==> config.mk <==
export PLATFORM = sky130hd
export DESIGN_NAME = seg7_to_ascii_rx_flat
export DESIGN_NICKNAME = d
export VERILOG_FILES = /design/src/rtl/seg7_to_ascii_rx_if.sv /design/src/rtl/seg7_to_ascii_rx.sv /design/src/flat_wrapper.sv
export SDC_FILE = /design/constraint.sdc
export NUM_CORES = 1
export LEC_CHECK = 0
export BUFFER_PORTS_ARGS = -buffer_cell sky130_fd_sc_hd__buf_2
export CORE_MARGIN = 2
export CORE_UTILIZATION = 50
export CTS_BUF_LIST = sky130_fd_sc_hd__clkbuf_8
export DETAILED_ROUTE_END_ITERATION = 12
export PLACE_DENSITY = 0.71
export SLEW_MARGIN = 40
export SYNTH_ARGS = -nofsm -noshare
export SYNTH_HDL_FRONTEND = slang
export SYNTH_SLANG_ARGS = --single-unit
==> constraint.sdc <==
create_clock -name clk -period 5 [get_ports clk]
set_clock_uncertainty 0.1 [all_clocks]
set_input_delay 0.75 -clock clk [delete_from_list [all_inputs] [get_ports clk]]
set_output_delay 0.75 -clock clk [all_outputs]
set_load 0.01 [all_outputs]
==> src/rtl/seg7_to_ascii_rx_if.sv <==
// Handshake bundle for the 7-segment-to-ASCII receiver.
// The slave modport is the receiver. The master modport is the producer/consumer side.
interface seg7_to_ascii_rx_if #(
    parameter int DEPTH = 4
);
    localparam int LW = $clog2(DEPTH) + 1;

    logic [6:0]    SegIn;
    logic          SegValid;
    logic          SegReady;
    logic          AlphaPref;
    logic [7:0]    AsciiOut;
    logic          AsciiValid;
    logic          AsciiReady;
    logic          DecodeErr;
    logic [LW-1:0] Level;
    logic [15:0]   CharCount;
    logic [7:0]    ErrCount;

    modport master (
        output SegIn, SegValid, AlphaPref, AsciiReady,
        input  SegReady, AsciiOut, AsciiValid, DecodeErr, Level, CharCount, ErrCount
    );

    modport slave (
        input  SegIn, SegValid, AlphaPref, AsciiReady,
        output SegReady, AsciiOut, AsciiValid, DecodeErr, Level, CharCount, ErrCount
    );
endinterface

==> src/rtl/seg7_to_ascii_rx.sv <==
// seg7_to_ascii_rx: decodes active-low 7-segment patterns back to uppercase
// ASCII, buffers them in a DEPTH-entry FIFO and keeps accept/error counters.
// Unknown patterns are stored as '?', pulse DecodeErr and bump ErrCount.
module seg7_to_ascii_rx #(
    parameter int DEPTH = 4
) (
    input logic               clk,
    input logic               reset,
    seg7_to_ascii_rx_if.slave bus
);
    localparam int AW = $clog2(DEPTH);
    localparam int LW = AW + 1;
    localparam logic [LW-1:0] FULL_LVL = LW'(DEPTH);
    localparam logic [7:0]    ERR_CHAR = 8'h3F;

    // Pattern to {err, ascii}; ambiguous shapes follow the alpha preference.
    function automatic logic [8:0] seg_decode(input logic [6:0] seg, input logic alpha);
        logic [7:0] ch;
        logic       err;
        ch  = ERR_CHAR;
        err = 1'b0;
        case (seg)
            7'h40: ch = alpha ? "O" : "0";
            7'h79: ch = "1";
            7'h24: ch = alpha ? "Z" : "2";
            7'h30: ch = "3";
            7'h19: ch = "4";
            7'h12: ch = alpha ? "S" : "5";
            7'h02: ch = "6";
            7'h78: ch = "7";
            7'h00: ch = "8";
            7'h10: ch = alpha ? "G" : "9";
            7'h08: ch = "A";
            7'h03: ch = "B";
            7'h46: ch = "C";
            7'h21: ch = "D";
            7'h06: ch = "E";
            7'h0E: ch = "F";
            7'h0B: ch = "H";
            7'h4F: ch = "I";
            7'h61: ch = "J";
            // The encoder shares this shape between K and X; only K comes back.
            7'h09: ch = "K";
            7'h47: ch = "L";
            7'h6A: ch = "M";
            7'h2A: ch = "N";
            7'h0C: ch = "P";
            7'h18: ch = "Q";
            7'h2F: ch = "R";
            7'h07: ch = "T";
            7'h41: ch = "U";
            7'h63: ch = "V";
            7'h55: ch = "W";
            7'h11: ch = "Y";
            7'h7D: ch = 8'h27;
            7'h7F: ch = 8'h20;
            default: begin
                ch  = ERR_CHAR;
                err = 1'b1;
            end
        endcase
        return {err, ch};
    endfunction

    // Saturating increment for the error counter.
    function automatic logic [7:0] sat_inc8(input logic [7:0] v);
        return (v == 8'hFF) ? v : v + 8'd1;
    endfunction

    logic [7:0]    mem [DEPTH];
    logic [AW-1:0] wptr;
    logic [AW-1:0] rptr;
    logic [LW-1:0] level;
    logic [15:0]   char_cnt;
    logic [7:0]    err_cnt;
    logic          dec_err_p1;

    logic          seg_ready;
    logic          vld_p0;
    logic          pop;
    logic [8:0]    dec_p0;

    // Handshake qualification and decode of the pattern on the input bus.
    always_comb begin
        seg_ready = 1'b0;
        vld_p0    = 1'b0;
        pop       = 1'b0;
        dec_p0    = seg_decode(bus.SegIn, bus.AlphaPref);
        // A full FIFO refuses input even when a pop happens in the same cycle.
        seg_ready = !reset && (level < FULL_LVL);
        vld_p0    = bus.SegValid && seg_ready;
        pop       = !reset && (level != '0) && bus.AsciiReady;
    end

    // ---- stage p0 -> p1: decoded character lands in the FIFO ----

    // FIFO storage; data is not reset, only the pointers/level qualify it.
    always_ff @(posedge clk) begin
        if (vld_p0) begin
            mem[wptr] <= dec_p0[7:0];
        end
    end

    // Pointers and occupancy; push and pop may occur together.
    always_ff @(posedge clk) begin
        if (reset) begin
            wptr  <= '0;
            rptr  <= '0;
            level <= '0;
        end else begin
            if (vld_p0) begin
                wptr <= wptr + AW'(1);
            end
            if (pop) begin
                rptr <= rptr + AW'(1);
            end
            case ({vld_p0, pop})
                2'b10:   level <= level + LW'(1);
                2'b01:   level <= level - LW'(1);
                default: level <= level;
            endcase
        end
    end

    // Accept/error counters and the one-cycle error pulse.
    always_ff @(posedge clk) begin
        if (reset) begin
            char_cnt   <= '0;
            err_cnt    <= '0;
            dec_err_p1 <= 1'b0;
        end else begin
            dec_err_p1 <= vld_p0 && dec_p0[8];
            if (vld_p0) begin
                char_cnt <= char_cnt + 16'd1;
                if (dec_p0[8]) begin
                    err_cnt <= sat_inc8(err_cnt);
                end
            end
        end
    end

    assign bus.SegReady   = seg_ready;
    assign bus.AsciiValid = (level != '0);
    assign bus.AsciiOut   = (level != '0) ? mem[rptr] : 8'h00;
    assign bus.DecodeErr  = dec_err_p1;
    assign bus.Level      = level;
    assign bus.CharCount  = char_cnt;
    assign bus.ErrCount   = err_cnt;
endmodule
==> src/flat_wrapper.sv <==
// flat-port wrapper written by rule: the top's interface ports become plain ports
module seg7_to_ascii_rx_flat 
#(
    parameter int DEPTH = 4
)
  (clk, reset, bus_SegIn, bus_SegValid, bus_AlphaPref, bus_AsciiReady, bus_SegReady, bus_AsciiOut, bus_AsciiValid, bus_DecodeErr, bus_Level, bus_CharCount, bus_ErrCount);
  seg7_to_ascii_rx_if #(.DEPTH(DEPTH)) bus_i ();
  input logic clk;
  input logic reset;
  input wire logic [$bits(bus_i.SegIn)-1:0] bus_SegIn;
  input wire logic [$bits(bus_i.SegValid)-1:0] bus_SegValid;
  input wire logic [$bits(bus_i.AlphaPref)-1:0] bus_AlphaPref;
  input wire logic [$bits(bus_i.AsciiReady)-1:0] bus_AsciiReady;
  output wire logic [$bits(bus_i.SegReady)-1:0] bus_SegReady;
  output wire logic [$bits(bus_i.AsciiOut)-1:0] bus_AsciiOut;
  output wire logic [$bits(bus_i.AsciiValid)-1:0] bus_AsciiValid;
  output wire logic [$bits(bus_i.DecodeErr)-1:0] bus_DecodeErr;
  output wire logic [$bits(bus_i.Level)-1:0] bus_Level;
  output wire logic [$bits(bus_i.CharCount)-1:0] bus_CharCount;
  output wire logic [$bits(bus_i.ErrCount)-1:0] bus_ErrCount;
  assign bus_i.SegIn = bus_SegIn;
  assign bus_i.SegValid = bus_SegValid;
  assign bus_i.AlphaPref = bus_AlphaPref;
  assign bus_i.AsciiReady = bus_AsciiReady;
  assign bus_SegReady = bus_i.SegReady;
  assign bus_AsciiOut = bus_i.AsciiOut;
  assign bus_AsciiValid = bus_i.AsciiValid;
  assign bus_DecodeErr = bus_i.DecodeErr;
  assign bus_Level = bus_i.Level;
  assign bus_CharCount = bus_i.CharCount;
  assign bus_ErrCount = bus_i.ErrCount;
  seg7_to_ascii_rx #(.DEPTH(DEPTH)) u_core (.clk(clk), .reset(reset), .bus(bus_i));
endmodule
==> flow_summary_export.csv, run 1 <==
group,metric,value,unit
logic_synthesis,synth_top_area_frac,0.240,
logic_synthesis,synth_edf_count,28,
sta,rsz0062_at_grt,"false",
logic_synthesis,synth_area_per_cell,9.73,um2
logic_synthesis,synthTopCellsByCount,"nor2_1, dfxtp_1, edfxtp_1, nand2_1",
global_routing,grt-ovfl-total,0,
global_routing,grt_pass1_wl,11200,um
run_status,status,"complete, no violations",
clocking,clk_pin_slew,0.07,ns
place,placed_area,3710,um2
logic_synthesis,ys.flop_type,"dfxtp_1",
drt,drc_errors,0,
sta,fmax,0.333,GHz
finish,fillers,594,
setup_path,start_kind,"primary input",
sta,finalHoldViolCount,0,
sta,holdWs,0.380,ns
clocking,cts_resized,0,
drt,ant_nets,0,
logic_synthesis,async_flop_share,0,
sta,finalCritPeriodShare,0.600,
die,die_area,7690,um2
die,fp.dieW,87.7,um
sta,setup_slack,2.00,ns
logic_synthesis,synth_area,3500,um2
place,routabilityCongestion,0.907,
drt,wl_per_cell,14.2,um
place,place_ws,1.71,ns
clocking,cts-root-buf,"clkbuf_8",
run,cap_viol_max_count,0,
setup_path,critPathMaxStageDelay,0.43,ns
clocking,cts_sinks,62,
logic_synthesis,synth-seq-cells,62,
drt,vias,2677,
clocking,ctsHoldBuffers,0,
logic_synthesis,syn_inst,360,
place,port_buffers,48,
global_routing,grt_pass1_vias,2320,
finish,diodes,0,
finish,area_delta_synth_final,11.9,%
setup_path,cp-end-kind,"flip-flop",
global_routing,grt_max_degree,36,
sta,slew-limit-headroom,0.556,
sta,period_needed,3.00,ns
setup_path,path_common_cell,"nor3_1",
drt,first_pass_iters,5,
logic_synthesis,yosysTopAreaCell,"edfxtp_1",
power,p_leak,1.52,nW
setup_path,cp_slowest_cell,"nor4_1",
setup_path,arrival,2.94,ns
die,core,6790,um2
die,ios,50,
finish,fin_nets,414,
clocking,cts_buffer_depth,2,
drt,drt_iter0_drc,182,
sta,tns,0,ns
die,num_rows,30,
finish,post-route-util,0.577,
global_routing,antenna_found_initial,0,
die,fp.dieH,87.7,um
logic_synthesis,synth-seq-area-share,0.434,
drt,viasPerCell,5.41,
logic_synthesis,synthTopCellsByArea,"edfxtp_1, dfxtp_1, nor2_1",
finish,final_area,3920,um2
place,dp_hpwl,4960,um
logic_synthesis,synth.net_count,380,
power,p_per_area,300,nW/um2
die,initial_utilization,0.516,
setup_path,cp.required,4.94,ns
power,vdd_drop_max,0.157,mV
logic_synthesis,yosysMostFrequentCell,"nor2_1",
min_path,min_path_type,"flip-flop to flip-flop",
sta,finalSetupViolCount,0,
logic_synthesis,yosys_warnings,0,
global_routing,grt_util_all_layers,0.188,
clocking,htreeDepth,3,
setup_path,path_cells,"buf_2 -> nor4b_1 -> mux2i_1 -> nor4_1 -> or3_1 -> nor3_1 -> nor3_1 -> nand3_1",
sta,slew_viol_final,0,
logic_synthesis,yosysUniqueCellTypes,62,
sta,worst_pin_slew,0.662,ns
clocking,cts_setup_buffers,0,
setup_path,crit_type,"primary input to flip-flop",
setup_path,critPathMaxFanout,28,
finish,final_layout_size_suffix_gt1_frac,0.206,
clocking,clock_latency,0.33,ns
drt,wl,7030,um
clocking,cts_tree,"yes",
clocking,cts_buffers,9,
[sequential cells by signal (all words and copies together) (netlist names), named ones only]
register              count
u_core.bus.ErrCount       8
u_core.bus.DecodeErr      1
u_core.bus.CharCount     16
u_core.mem               28
u_core.bus.Level          3
u_core.wptr               2
u_core.rptr               2
[final timing paths]
check / cells past startpoint / slack, ns / startpoint / to
worst max-delay path: 8 / 2.00 / bus_SegIn[6] / u_core.mem[2][1]
worst min-delay path: 1 / 0.38 / u_core.bus.ErrCount[4] / u_core.bus.ErrCount[4]
worst max register to register: 8 / 2.51 / u_core.bus.Level[2] / u_core.bus.Level[2]
worst min register to register: 1 / 0.38 / u_core.bus.ErrCount[4] / u_core.bus.ErrCount[4]
[through the flow]
stage	power, mW	std cells
final	1.18	495
after global routing	1.23	495
after CTS	1.19	495
after detailed placement	0.745	479
after global placement	0.740	479
after floorplan	0.702	360
[cell families (layout without fill, tap and decap cells)]
group / Yosys count / in the layout / synth area share
other cells: 1 / 1 / 0.00107
xor+xnor: 25 / 25 / 0.0625
buf+inv: 39 / 78 / 0.0600
compound gates: 44 / 44 / 0.0857
mux: 13 / 13 / 0.0621
flops: 62 / 62 / 0.434
fa+ha+maj: 8 / 8 / 0.0307
simple gates: 168 / 168 / 0.264
[metal layers]
metal,global-route usage,wire [um],vias up
li1,-,-,1345
met1,0.270,3370,1233
met2,0.275,3200,93
met3,0.0349,373,6
met4,0.0923,81,0
met5,0,0,-
[area by class of cell]
class | instances | area [um2] | share of cell area
Clock buffer | 10 | 138 | 0.0351
Clock inverter | 6 | 67.6 | 0.0172
Inverter | 13 | 48.8 | 0.0124
Multi-Input combinational cell | 259 | 1780 | 0.453
Sequential cell | 62 | 1520 | 0.388
Tap cell | 96 | 120 | 0.0306
Timing Repair Buffer | 49 | 248 | 0.0632
[placed cells by master (no fill, tap or decap), types with 3 or more instances in the layout]
cell / instances
o21ai_1: 3
o31ai_1: 3
buf_2: 48
or3_1: 6
inv_1: 13
nand3_1: 15
mux4_2: 7
and2_1: 4
nor3b_1: 5
nor2_1: 44
xnor2_1: 10
o21ai_0: 5
nor3_1: 8
a21oi_1: 10
edfxtp_1: 28
dfxtp_1: 34
xor2_1: 15
nand2b_1: 14
mux2i_1: 6
and3_1: 6
nand2_1: 26
ha_1: 7
o22ai_1: 4
clkbuf_8: 10
nor4_1: 4
nand4_1: 4
nor2b_1: 10
[power breakdown]
part / internal (mW) / switching, mW
logic: 0.0663 / 0.102
clock network: 0.246 / 0.196
registers: 0.552 / 0.0136
total: 0.865 / 0.311
[worst max-delay path, delay by kind of cell]
| family | cells | cell delay [ns] |
|---|---|---|
| simple gates | 6 | 1.81 |
| buf+inv | 1 | 0.25 |
| mux | 1 | 0.11 |
Power figures use the tool's default switching activity.
==> run 2: changes to the inputs <==
==> constraint.sdc (replaced) <==
create_clock -name clk -period 2.9 [get_ports clk]
set_clock_uncertainty 0.1 [all_clocks]
set_input_delay 0.435 -clock clk [delete_from_list [all_inputs] [get_ports clk]]
set_output_delay 0.435 -clock clk [all_outputs]
set_load 0.01 [all_outputs]
==> run 2 against run 1 <==
  * Final area increased by 0.99%
  * Worst setup slack worse by 1.5 ns
  * Core utilization up 0.57 points
  * Non-clock buffer count grew 11
  * Via count increased by 1.6%
  * Clock-buffer cell count shrank 1
  * Register-to-register slack worse by 2.0 ns
  * Die area unchanged
  * Critical path type unchanged
  * Critical endpoint is now u_core.mem[3][3]
==> flow_summary_export.csv, run 2 (synthesis results as in run 1) <==
group,metric,value,unit
setup_path,critPathBufInv,1,
clocking,cts_tree,"yes",
clocking,ctsHoldBuffers,0,
finish,most-common-layout-cells,"buf_2, nor2_1, dfxtp_1",
clocking,cts_buffer_depth,2,
clocking,cts-root-buf,"clkbuf_8",
sta,slew-limit-headroom,0.566,
power,p_leak,1.55,nW
clocking,cts_resized,0,
power,vdd_drop_max,0.356,mV
setup_path,start_kind,"primary input",
setup_path,critPathMaxStageDelay,0.45,ns
sta,rsz0062_at_grt,"false",
setup_path,critPathMaxFanout,18,
finish,area_delta_synth_final,13.0,%
finish,fillers,582,
drt,wl,7080,um
drt,vias,2721,
sta,slew_viol_final,0,
sta,fmax,0.418,GHz
finish,final_area,3960,um2
global_routing,grt-ovfl-total,0,
finish,post-route-util,0.583,
die,die_area,7690,um2
finish,top_register,"u_core.mem",
clocking,cts_sinks,62,
setup_path,cp-end-kind,"flip-flop",
clocking,clock_latency,0.32,ns
die,ios,50,
place,dp_hpwl,5150,um
sta,finalHoldViolCount,0,
min_path,min_path_type,"flip-flop to flip-flop",
drt,drt_iter0_drc,147,
finish,largest_register_ffs,28,
drt,ant_nets,0,
sta,period_needed,2.39,ns
drt,viasPerCell,5.38,
sta,worst_pin_slew,0.645,ns
sta,finalSetupViolCount,0,
drt,wl_per_cell,14.0,um
die,fp.dieH,87.7,um
setup_path,arrival,2.34,ns
clocking,clk_pin_slew,0.06,ns
die,initial_utilization,0.516,
finish,final_common_cell,"buf_2",
place,routabilityCongestion,1.04,
drt,first_pass_iters,5,
clocking,cts_setup_buffers,0,
clocking,htreeDepth,3,
setup_path,crit_type,"primary input to flip-flop",
finish,final_layout_size_suffix_gt1_frac,0.220,
die,num_rows,30,
setup_path,cp_slowest_cell,"or3_1",
power,p_total,1.91,mW
sta,tns,0,ns
setup_path,path_cells,"buf_2 -> nor4b_1 -> mux2i_1 -> nor4_1 -> or3_1 -> nor3_1 -> or3_1",
global_routing,grt_max_degree,24,
global_routing,grt_util_all_layers,0.196,
setup_path,cp.required,2.85,ns
global_routing,grt_pass1_wl,11800,um
finish,fin_nets,425,
place,port_buffers,48,
run,cap_viol_max_count,0,
power,p_per_area,482,nW/um2
setup_path,crit_family,"simple AND/OR/NAND/NOR gates",
global_routing,grt_pass1_vias,2522,
die,fp.dieW,87.7,um
die,core,6790,um2
place,placed_area,3790,um2
global_routing,antenna_found_initial,0,
drt,drc_errors,0,
finish,diodes,0,
sta,holdWs,0.394,ns
setup_path,path_common_cell,"or3_1",
sta,finalCritPeriodShare,0.824,
clocking,cts_buffers,9,
run_status,status,"complete, no violations",
==> run 2: path summary, 6_finish.rpt <==
kind / slack [ns] / to / cells past startpoint / start
max: 0.51 / u_core.mem[3][3] / 7 / bus_SegIn[4]
min: 0.39 / u_core.bus.ErrCount[4] / 1 / u_core.bus.ErrCount[4]
max reg2reg: 0.55 / u_core.bus.Level[2] / 8 / u_core.bus.Level[2]
min reg2reg: 0.39 / u_core.bus.ErrCount[4] / 1 / u_core.bus.ErrCount[4]
==> run 2: stage by stage <==
step	setup slack (ns)	std cells
floorplan	0.459	360
global placement	0.239	490
detailed placement	0.202	490
CTS	0.512	506
global route	0.301	506
finish	0.509	506
==> run 2: final cells by class <==
type,instances,area [um2],area share
Multi-Input combinational cell,259,1770,0.448
Sequential cell,62,1520,0.384
Clock inverter,7,42.5,0.0107
Tap cell,96,120,0.0303
Inverter,13,48.8,0.0123
Timing Repair Buffer,60,330,0.0834
Clock buffer,9,124,0.0313
==> run 2: where the power goes <==
| part | internal (mW) | switching, mW | leakage [nW] | total [mW] |
|---|---|---|---|---|
| registers | 0.952 | 0.0226 | 0.524 | 0.974 |
| clock network | 0.303 | 0.322 | 0.0878 | 0.625 |
| logic | 0.128 | 0.180 | 0.941 | 0.308 |
==> run 2: routing by layer <==
layer  global-route usage  part of all wire  routed length [um]  up-vias
li1                     -                 -                   -     1367
met1                0.269              0.47                3320     1265
met2                0.302              0.46                3280       83
met3               0.0613             0.057                 407        6
met4               0.0545             0.010                  72        0
met5                    0                 0                   0        -
==> run 3: changes to the inputs <==
--- a/config.mk
+++ b/config.mk
@@ -5,6 +5,7 @@
 export SDC_FILE = /design/constraint.sdc
 export NUM_CORES = 1
 export LEC_CHECK = 0
+export ABC_AREA = 1
 export BUFFER_PORTS_ARGS = -buffer_cell sky130_fd_sc_hd__buf_2
 export CORE_MARGIN = 2
 export CORE_UTILIZATION = 50
==> constraint.sdc (replaced) <==
create_clock -name clk -period 2.4 [get_ports clk]
set_clock_uncertainty 0.1 [all_clocks]
set_input_delay 0.36 -clock clk [delete_from_list [all_inputs] [get_ports clk]]
set_output_delay 0.36 -clock clk [all_outputs]
set_load 0.01 [all_outputs]
==> run 3 against run 2 <==
  * Register-to-register slack worse by 0.23 ns
  * Area after synthesis is 0.39% lower
  * Clock power increased by 43%
  * Via count up 18%
  * Global-route usage increased by 1.7 points
  * Power is 25% higher
  * Sequential power rose by 20%
  * Final area rose by 1.9%
  * First-iteration DRC count shrank 2.7%
  * Critical path type is now flip-flop to flip-flop
  * Largest cell class unchanged
  * Largest power group unchanged
==> flow_summary_export.csv, run 3 <==
group,metric,value,unit
place,place_ws,0.227,ns
place,post-place-cells,609,
place,routabilityCongestion,0.999,
finish,post-route-util,0.597,
logic_synthesis,synthTopCellsByArea,"edfxtp_1, dfxtp_1, nand2_1",
place,port_buffers,48,
setup_path,arrival,2.21,ns
drt,viasPerCell,5.14,
power,p_leak,1.85,nW
sta,slew_viol_final,0,
clocking,cts_sinks,62,
sta,finalHoldViolCount,0,
logic_synthesis,yosysUniqueCellTypes,36,
drt,wl_per_cell,12.6,um
finish,fin_nets,560,
global_routing,grt_pass1_vias,2943,
die,initial_utilization,0.516,
logic_synthesis,yosysMostFrequentCell,"nand2_1",
die,num_rows,30,
sta,rsz0062_at_grt,"false",
logic_synthesis,async_flop_share,0,
logic_synthesis,ys.flop_type,"dfxtp_1",
logic_synthesis,synth_top_area_frac,0.241,
power,pwr-share-seq,0.490,
global_routing,antenna_found_initial,0,
drt,vias,3210,
min_path,min_path_type,"primary input to flip-flop",
clocking,cts_tree,"yes",
logic_synthesis,synth_edf_count,28,
place,dp_hpwl,5900,um
logic_synthesis,yosys_warnings,0,
setup_path,reg2reg_slack,0.32,ns
global_routing,grt_util_all_layers,0.213,
clocking,cts_setup_buffers,0,
clocking,cts_buffer_depth,2,
clocking,clk_pin_slew,0.08,ns
setup_path,critPathBufInv,1,
sta,finalCritPeriodShare,0.868,
logic_synthesis,synthTopCellsByCount,"nand2_1, nor2_1, inv_1, dfxtp_1, nand3_1",
global_routing,grt_pass1_wl,13000,um
logic_synthesis,syn_inst,481,
logic_synthesis,synth.net_count,501,
setup_path,crit_family,"adder cells",
sta,period_needed,2.08,ns
logic_synthesis,synth-seq-area-share,0.436,
finish,area_delta_synth_final,15.6,%
setup_path,cp_slowest_cell,"dfxtp_1",
drt,drc_errors,0,
drt,ant_nets,0,
die,ios,50,
drt,first_pass_iters,6,
finish,fin_cells,625,
finish,final_layout_size_suffix_gt1_frac,0.185,
die,fp.dieH,87.5,um
drt,drt_iter0_drc,143,
finish,fillers,621,
power,power_frac_comb,0.137,
clocking,clock_latency,0.33,ns
logic_synthesis,yosysTopAreaCell,"edfxtp_1",
setup_path,start_kind,"flip-flop",
power,p_int,1.74,mW
finish,largest_register_ffs,28,
finish,diodes,0,
clocking,ctsHoldBuffers,0,
global_routing,grt-ovfl-total,0,
clocking,cts_resized,0,
setup_path,critPathMaxStageDelay,0.42,ns
clocking,cts_buffers,9,
power,vdd_drop_max,0.318,mV
logic_synthesis,synth_area_per_cell,7.25,um2
global_routing,grt_max_degree,27,
clocking,cts-root-buf,"clkbuf_8",
setup_path,path_cells,"nor2_2 -> nand2_2 -> ha_1 -> inv_1 -> fa_1 -> a21oi_1 -> o21ai_0 -> xor2_1 -> nor2_1",
finish,final_common_cell,"nand2_1",
die,fp.dieW,87.5,um
setup_path,cp-end-kind,"flip-flop",
power,p_total,2.39,mW
logic_synthesis,synth-seq-cells,62,
sta,setup_slack,0.318,ns
finish,top_register,"u_core.mem",
sta,finalSetupViolCount,0,
power,p_clk_frac,0.373,
die,core,6760,um2
finish,most-common-layout-cells,"nand2_1, nor2_1, inv_1",
setup_path,critPathMaxFanout,16,
power,p_per_area,592,nW/um2
sta,fmax,0.480,GHz
place,placed_area,3840,um2
drt,wl,7850,um
logic_synthesis,synth_area,3490,um2
run_status,status,"complete, no violations",
power,switching_share,0.271,
setup_path,cp.required,2.53,ns
setup_path,crit_type,"flip-flop to flip-flop",
clocking,htreeDepth,3,
die,die_area,7660,um2
run,cap_viol_max_count,0,
power,switchingPower,649,uW
sta,holdWs,0.179,ns
finish,final_area,4040,um2
sta,tns,0,ns
## run 3: changes by cell type in the layout (fill, tap and decap cells not counted), sizes merged, moves of 14 or more
cell / change
nand3: +16
a21oi: +15
nand2: +78
nor2: +63
inv: +48
o21ai: +23
nand2b: -14
## run 3: cell families after synthesis
| kind of cell | Yosys count | synth area share |
|---|---|---|
| other cells | 1 | 0.00107 |
| fa+ha+maj | 8 | 0.0308 |
| xor+xnor | 4 | 0.0100 |
| flops | 62 | 0.436 |
| buf+inv | 70 | 0.0821 |
| compound gates | 60 | 0.0886 |
| simple gates | 276 | 0.351 |
## run 3: per-layer routing
| layer | up-vias | wire [um] | global-route usage |
|---|---|---|---|
| met4 | 0 | 109 | 0.0755 |
| met5 | - | 0 | 0 |
| met3 | 13 | 459 | 0.0566 |
| met1 | 1426 | 3630 | 0.285 |
| met2 | 87 | 3650 | 0.335 |
| li1 | 1684 | - | - |
## run 3: power groups by stage
stage / logic [mW] / clock network (mW) / registers, mW
floorplan: 0.209 / 0 / 1.20
global placement: 0.320 / 0 / 1.19
detailed placement: 0.327 / 0 / 1.20
CTS: 0.328 / 0.915 / 1.17
global route: 0.374 / 0.970 / 1.18
finish: 0.327 / 0.892 / 1.17
## run 3: path summary, 6_finish.rpt
path / start / end / cells past startpoint
hold reg to reg: u_core.bus.CharCount[15] / u_core.bus.CharCount[15] / 1
setup / recovery: u_core.bus.Level[2] / u_core.bus.Level[2] / 9
setup reg to reg: u_core.bus.Level[2] / u_core.bus.Level[2] / 9
hold / removal: reset / u_core.bus.CharCount[0] / 2
## run 3: layout make-up
| class | instances | area (um2) | area share |
|---|---|---|---|
| multi-input combinational | 349 | 1680 | 0.417 |
| clock buffer | 9 | 124 | 0.0307 |
| tap | 80 | 100 | 0.0248 |
| timing repair buffer | 57 | 308 | 0.0763 |
| inverter | 61 | 229 | 0.0567 |
| sequential | 62 | 1520 | 0.377 |
| clock inverter | 7 | 71.3 | 0.0177 |
